--- src/rtl/crop_window.sv ---
// crop_window: crops a WIN_W x WIN_H window out of a raster pixel stream, top line latched per frame.
// Define CROP_BORDER_EN to paint the window outline with 10'h3FF.
module crop_window #(
    parameter int H_ACTIVE = 640,
    parameter int V_ACTIVE = 480,
    parameter int X_START  = 160,
    parameter int WIN_W    = 320,
    parameter int WIN_H    = 240
) (
    input  logic        iCLK,
    input  logic        iRST,
    input  logic        iDVAL,
    input  logic [9:0]  iDATA,
    input  logic [15:0] iYSTART,
    output logic        oDVAL,
    output logic [9:0]  oDATA,
    output logic [15:0] oX,
    output logic [15:0] oY,
    output logic        oFRAME_DONE
);
    localparam logic [15:0] X_LAST = 16'(H_ACTIVE - 1);
    localparam logic [15:0] Y_LAST = 16'(V_ACTIVE - 1);
    localparam logic [15:0] YS_MAX = 16'(V_ACTIVE - WIN_H);
    localparam logic [15:0] X_LO   = 16'(X_START);
    localparam logic [15:0] X_HI   = 16'(X_START + WIN_W - 1);
    localparam logic [15:0] W_LAST = 16'(WIN_W - 1);
    localparam logic [15:0] H_LAST = 16'(WIN_H - 1);

    typedef enum logic [1:0] {S_WAIT, S_CROP, S_DONE} state_t;

    state_t      r_state, w_next;
    logic [15:0] r_x, r_y, r_ys;
    logic [15:0] w_ys, w_ox, w_oy;
    logic        w_origin, w_in, w_first, w_last, w_fend;
    logic [9:0]  w_data;

    // The (0,0) pixel already uses the freshly clamped start line.
    assign w_origin = iDVAL && r_x == 16'd0 && r_y == 16'd0;
    assign w_ys     = w_origin ? (iYSTART > YS_MAX ? YS_MAX : iYSTART) : r_ys;
    assign w_ox     = r_x - X_LO;
    assign w_oy     = r_y - w_ys;
    assign w_in     = iDVAL && r_state != S_DONE && r_x >= X_LO && r_x <= X_HI
                      && r_y >= w_ys && w_oy <= H_LAST;
    assign w_first  = w_in && w_ox == 16'd0 && w_oy == 16'd0;
    assign w_last   = w_in && w_ox == W_LAST && w_oy == H_LAST;
    assign w_fend   = iDVAL && r_x == X_LAST && r_y == Y_LAST;

`ifdef CROP_BORDER_EN
    assign w_data = (w_ox == 16'd0 || w_ox == W_LAST || w_oy == 16'd0 || w_oy == H_LAST) ? 10'h3FF : iDATA;
`else
    assign w_data = iDATA;
`endif

    // A window ending on the frame's last pixel skips S_DONE so the next frame is not blocked.
    always_comb begin
        w_next = r_state;
        if (r_state == S_DONE)
            w_next = w_fend ? S_WAIT : S_DONE;
        else if (w_last)
            w_next = w_fend ? S_WAIT : S_DONE;
        else if (w_first)
            w_next = S_CROP;
    end

    always_ff @(posedge iCLK or negedge iRST) begin
        if (!iRST) begin
            r_state     <= S_WAIT;
            r_x         <= 16'd0;
            r_y         <= 16'd0;
            r_ys        <= 16'd0;
            oDVAL       <= 1'b0;
            oDATA       <= 10'd0;
            oX          <= 16'd0;
            oY          <= 16'd0;
            oFRAME_DONE <= 1'b0;
        end else begin
            r_state     <= w_next;
            r_ys        <= w_ys;
            oDVAL       <= w_in;
            oFRAME_DONE <= w_last;
            if (iDVAL) begin
                r_x <= r_x == X_LAST ? 16'd0 : r_x + 16'd1;
                r_y <= r_x != X_LAST ? r_y : (r_y == Y_LAST ? 16'd0 : r_y + 16'd1);
            end
            if (w_in) begin
                oDATA <= w_data;
                oX    <= w_ox;
                oY    <= w_oy;
            end
        end
    end
endmodule

--- config.mk ---
export PLATFORM = sky130hd
export DESIGN_NAME = crop_window
export DESIGN_NICKNAME = d
export VERILOG_FILES = /design/src/rtl/crop_window.sv
export SDC_FILE = /design/constraint.sdc
export NUM_CORES = 1
export LEC_CHECK = 0
export CORE_MARGIN = 8
export CORE_UTILIZATION = 44
export CTS_BUF_LIST = sky130_fd_sc_hd__clkbuf_4 sky130_fd_sc_hd__clkbuf_8 sky130_fd_sc_hd__clkbuf_16
export DETAILED_ROUTE_END_ITERATION = 12
export MAX_ROUTING_LAYER = met4
export PLACE_DENSITY = 0.78
export RECOVER_POWER = 50
export SLEW_MARGIN = 25
export SYNTH_ARGS = -nofsm -noshare
export SYNTH_HDL_FRONTEND = slang
export SYNTH_SLANG_ARGS = --single-unit
--- constraint.sdc ---
create_clock -name iCLK -period 12.63 [get_ports iCLK]
set_input_delay 1.8945 -clock iCLK [delete_from_list [all_inputs] [get_ports iCLK]]
set_output_delay 1.8945 -clock iCLK [all_outputs]
set_load 0.01 [all_outputs]
==> results of run 1 <==
[state kept, by name, summed over array words and instances (netlist names)]
register and count:
oDVAL 1, oDATA 10, oY 16, oX 16, r_ys 16, r_state 2
r_y 16, oFRAME_DONE 1, r_x 16
[logic make-up (layout without fill, tap and decap cells)]
kind of cell / count (synthesis) / count (layout) / synth area share
muxes: 35 / 35 / 0.0726
xor gates and xnor gates: 37 / 37 / 0.0611
DFF: 94 / 94 / 0.443
AOI/OAI and AO/OA: 83 / 83 / 0.109
buffers and inverters: 51 / 122 / 0.0389
and+or+nand+nor: 204 / 204 / 0.215
adders and majority gates: 25 / 25 / 0.0594
[report_power, final]
group	switching, mW	internal, mW
registers	0.0178	0.309
logic	0.0237	0.0212
clock network	0.119	0.140
[worst max-delay path: stages]
cell and delay [ps]:
dlygate4sd3_1 720, nor4b_2 360, nand2_1 200, nor3_1 790, nand3_1 150, and2_1 220
ha_1 350, a21oi_1 240, a21oi_1 150, or2_2 380, o311ai_0 310, a311oi_1 110
or3_1 370, a2111o_1 390, nor4_4 260, buf_4 480, mux2_2 410
[synth_stat cells, drive strengths merged, types with 12 or more instances]
cell and n:
o21ai 17, nor2b 14, xor2 14, mux2 28, nor2 32, a21oi 16
nand2 40, inv 33, a21o 14, nand4 12, nor4 17, nor3 14
nand3 21, xnor2 23, dfrtp 94, ha 22
[layout by cell type (no fill, tap or decap), types with 16 or more instances in the layout]
| cell type | netlist | layout |
|---|---|---|
| a21oi_1 | 16 | 16 |
| clkdlybuf4s50_1 | 0 | 57 |
| dfrtp_1 | 94 | 94 |
| ha_1 | 22 | 22 |
| inv_1 | 32 | 32 |
| mux2_1 | 19 | 19 |
| nand2_1 | 40 | 40 |
| nand3_1 | 21 | 21 |
| nor2_1 | 32 | 32 |
| o21ai_0 | 17 | 17 |
| xnor2_1 | 23 | 23 |
[per-layer routing]
| layer | global-route usage | share of wire |
|---|---|---|
| met1 | 0.208 | 0.44 |
| met2 | 0.266 | 0.48 |
| met3 | 0.0359 | 0.058 |
| met4 | 0.0786 | 0.023 |
| met5 | - | 0 |
[through the flow]
step | cell area [sq um] | total power, mW | worst slack (ps)
after detailed placement | 6140 | 0.377 | 4800
after global routing | 6410 | 0.655 | 4510
after floorplan | 5310 | 0.352 | 6000
after CTS | 6420 | 0.638 | 5130
after global placement | 6140 | 0.375 | 4890
final | 6410 | 0.630 | 5040
[final timing paths]
check,to,cells past startpoint,slack (ps),start
worst min-delay path,r_ys[9],2,460,r_ys[9]
max in group asynchronous,r_ys[13],2,6800,iRST
worst max register to register,oY[1],18,6580,r_x[0]
worst min register to register,r_ys[9],2,460,r_ys[9]
worst max-delay path,oY[1],17,5040,iDVAL
min in group asynchronous,r_ys[10],1,2150,iRST
[final cells by class]
| class | count | area share |
|---|---|---|
| multi-input cells | 384 | 0.428 |
| repair buffers | 74 | 0.113 |
| clock inverters | 5 | 0.00644 |
| clock buffers | 10 | 0.0373 |
| flip-flops and latches | 94 | 0.367 |
| inverters | 33 | 0.0193 |
| well taps | 147 | 0.0287 |
==> metrics, run 1 <==
CTS Hold Buffers Added=0; post-CTS sizing=0; iteration-0 DRC count of the detailed router=roughly 260; Worst-Skew Late Latency=around 350 ps; CTS tree=done; Mapped Cells=529; GP Congestion=between 0.9 and 1; RSZ-0062 raised after global routing=no; violated checks=capacitance limit, slew limit; Post-layout nets=between 600 and 700; initial antenna violation count=0; max_cap viols=2; Tmin final=7590 ps; #FFs+latches synth=94; Syn Area/Cell=10.0 sq um; mapped cell area=approximately 5300 sq um; Initial DRT Pass Iterations=5; ANT cells=0; WL final=approximately 13000 um; Vias/cell=between 5 and 6; CP Launch Type=input port; DR WL/cell=approximately 17 um; pin count of the biggest net entering global routing=59; Slew @ Worst Pin=about 3000 ps; Inst Count DP=between 700 and 800; Overflow after GRT=0; clk sink count=94; die width=~130 um; Fin Hold WS=about 460 ps; synth top area cells=dfrtp_1 44%, ha_1 5.2%, mux2_1 4.0%; Post-CTS Setup Repair Bufs=0; LEAKAGE=~3 nW; io pins=73; DRC=0; ys async rst share=1.00; Worst VDD drop=around 0.086 mV; HP Class=reg2reg; multi-input logic area=2750 sq um; pwr/cell area=between 90 and 100 nW/um^2; # setup viols final=0; crit-path max FO=44; all-layer global routing usage=0.170; Root Driver=clkbuf_16; first-pass GRT wire length=between 20000 and 25000 um; syn_nets=between 500 and 600; Die Ht=126 um; DP Wirelength=9500 um; Worst EP arrival=between 7000 and 8000 ps; Num CTS Buffers=9; CTS max path bufs=2; WP data required=12860 ps; I/O Buffers=72; share of the synthesized area in the top cell type=0.443; Hold Vio Cnt, Final=0; number of synthesized flops with an enable pin=0; Seq/Total Area, Yosys=0.443; final core occ=0.538; number of global-route vias before repair=4319; vias=approximately 4.3k; fin crit share=0.601; Initial Util=0.445; Max Clk Rate=between 100 and 150 MHz; Synth warnings=0; Worst Skew=12.8 ps; die area=~16000 sq um; Std-Cell Rows=40; Slew headroom=-0.997; status=complete, but fails checks; Synth area leader=dfrtp_1; layout cell share with drive strength beyond 1=0.0683; post-route setup TNS=0 ps; register area=between 2000 and 2500 sq um; fin. max-slew vios=just under 100; Post-DRT Antenna Nets=0; fillcell total=1058; Yosys cell types=64; critical setup path kind=in2reg; clk slew on worst S/H paths=70 ps; endpoint class of the critical path=register; ys flop type=dfrtp_1; area delta synth->final=20.9%; Core Region=around 12000 sq um; Final Non-Filler Cells=around 750; Max H-tree Level=3
Note: power is estimated with default switching activity, not from simulation.
==> run 2, diff against run 1 <==
- PLACE_DENSITY: 0.78 -> 0.81
- clock period: 12.63 -> 6.2 ns (I/O delays scaled with it)
==> run 2 against run 1 <==
Net effect: the run still ends with capacitance limit, slew limit left; critical path depth rose by 2; clock power rose by 110%; sequential cell count did not move; global-route usage rose by 0.31 points; final area rose by 1.6%; core utilization rose by 0.84 points; count of clock-buffer cells in the layout did not move; register-to-register slack got worse by 5900 ps; clock skew fell by 5.5 ps.
==> metrics, run 2 (synthesis gave the netlist of run 1 again) <==
crit-path max FO=17 (was 44); Worst VDD drop=0.198 mV (was 0.0855 mV); Num CTS Buffers=9 (unchanged); Max Clk Rate=~170 MHz; critical setup path kind=in2reg (unchanged); WP data required=6480 ps (was 12860 ps); die area=15800 sq um (unchanged); post-CTS sizing=0 (unchanged); ANT cells=0 (unchanged); most frequent cells in the layout=94 x dfrtp_1, 58 x clkdlybuf4s50_1, 40 x nand2_1 (was 94 x dfrtp_1, 57 x clkdlybuf4s50_1, 40 x nand2_1); io pins=73 (unchanged); Die Ht=126 um (unchanged); fin area=6510 sq um (was 6410 sq um); fin. max-slew vios=71 (was 97); area delta synth->final=22.8% (was 20.9%); Root Driver=clkbuf_16 (unchanged); overall power=1.31 mW (was 0.630 mW); RR Endpoint=r_state[1] (was oY[1]); iteration-0 DRC count of the detailed router=235 (was 258); DP Wirelength=9880 um (was 9500 um); CTS tree=done (unchanged); placed cell areas=6210 sq um (was 6140 sq um); Hold Vio Cnt, Final=0 (unchanged); CTS Hold Buffers Added=0 (unchanged); fin crit share=0.929; CP Launch Type=input port (unchanged); pwr/cell area=200 nW/um^2 (was 98.2 nW/um^2); Fin Hold WS=469 ps (was 461 ps); hold_sp=r_ys[0] (was r_ys[9]); max_cap viols=1 (was 2); DR WL/cell=17.1 um (about the same); Max H-tree Level=3 (unchanged); I/O Buffers=72 (unchanged); post-route setup TNS=0 ps (unchanged); clk sink count=94 (unchanged); WL final=13000 um (was 12800 um); Post-CTS Setup Repair Bufs=0 (unchanged); Hold EP=r_ys[0] (was r_ys[9]); layout cell share with drive strength beyond 1=0.0867 (was 0.0683); Slew @ Worst Pin=1690 ps (was 3000 ps); CTS max path bufs=2 (unchanged); Initial DRT Pass Iterations=5 (unchanged); most common cell after layout, fill and taps aside=dfrtp_1 (unchanged); clk slew on worst S/H paths=70 ps (about the same); first-pass GRT wire length=21500 um (was 21200 um); DRC=0 (unchanged); Tmin final=5760 ps; Final Non-Filler Cells=758 (was 747); Inst Count DP=742 (was 732); die width=126 um (unchanged); reg-to-reg slack, setup=710 ps (was 6580 ps); status=complete, but fails checks (unchanged); violated checks=capacitance limit, slew limit (unchanged); vias=4275 (was 4263); Overflow after GRT=0 (unchanged); Min-Delay Path Depth=2 (unchanged); Slew headroom=-0.124 (was -0.997); Worst Skew=7.28 ps (was 12.8 ps); number of global-route vias before repair=4373 (was 4319); all-layer global routing usage=0.173 (was 0.170); Post-layout nets=658 (was 648); LEAKAGE=3.07 nW (was 3.01 nW); endpoint class of the critical path=register (unchanged); HP Class=reg2reg (unchanged); Core Region=11900 sq um (unchanged); GP Congestion=0.896 (was 0.920); RSZ-0062 raised after global routing=no (unchanged); Worst-Skew Late Latency=350 ps (about the same); Initial Util=0.445 (unchanged); Post-DRT Antenna Nets=0 (unchanged); # setup viols final=0 (unchanged); Reg-to-Reg Start=r_x[0] (unchanged); R2R depth=20 (was 18); Worst EP arrival=6040 ps (was 7820 ps); pin count of the biggest net entering global routing=71 (was 59); initial antenna violation count=0 (unchanged); Std-Cell Rows=40 (unchanged); fillcell total=1062 (was 1058); Vias/cell=5.64 (was 5.71)
==> run 2: cell count changes in the layout (fill, tap and decap cells not counted), sizes merged <==
cell           previous run  this run
buf                       1        10
clkbuf                   12        13
clkdlybuf4s50            57        58
clkinv                    1         2
clkinvlp                  2         1
dlygate4sd3              14        13
inv                      35        36
==> run 2: through the flow <==
step | setup slack (ps) | utilization
after floorplan | 536 | -
after detailed placement | -31.4 | 0.522
after CTS | 319 | 0.547
final | 438 | 0.547
after global routing | 92.1 | 0.547
after global placement | 80.8 | 0.522
==> run 2: worst max-delay path by stage <==
stage / from / endpoint / depth (start not counted)
2_1_floorplan: iDVAL / oDATA[4] / 18
3_3_place_gp: iDVAL / r_state[1] / 17
3_5_place_dp: iDVAL / r_state[1] / 17
4_1_cts: iDVAL / r_state[1] / 17
5_1_grt: iDVAL / r_state[1] / 19
6_report: iDVAL / r_state[1] / 19
==> run 2: routing by layer <==
| metal | share of wire | global-route usage | vias to the layer above |
|---|---|---|---|
| met5 | 0 | - | - |
| met3 | 0.058 | 0.0468 | 14 |
| met2 | 0.49 | 0.282 | 119 |
| li1 | - | - | 2049 |
| met4 | 0.015 | 0.0538 | 0 |
| met1 | 0.44 | 0.206 | 2093 |
==> run 2: area by class of cell <==
type,count,area (sq um),share of cell area
clock buffer,10,239,0.0367
clock inverter,6,63.8,0.00980
inverter,33,124,0.0190
multi-input combinational,384,2750,0.422
sequential,94,2350,0.361
tap,147,184,0.0282
timing repair buffer,84,798,0.123
==> run 2: power by group <==
| part | internal (mW) | total [mW] | switching, mW |
|---|---|---|---|
| combinational | 0.0436 | 0.0910 | 0.0473 |
| clock | 0.294 | 0.551 | 0.257 |
| sequential | 0.630 | 0.663 | 0.0334 |
==> run 2: worst max-delay path, stage by stage <==
cell	delay, ps
clkdlybuf4s50_1	480
nor4b_2	310
nand2_1	200
nor3_1	330
buf_4	220
nor2_1	60
a21o_1	190
ha_1	330
a21o_1	200
a21o_1	220
or2_2	340
o311ai_0	300
a311oi_1	110
or3_1	380
a2111o_1	400
nor4_4	300
buf_4	310
and4_1	310
o21bai_1	130
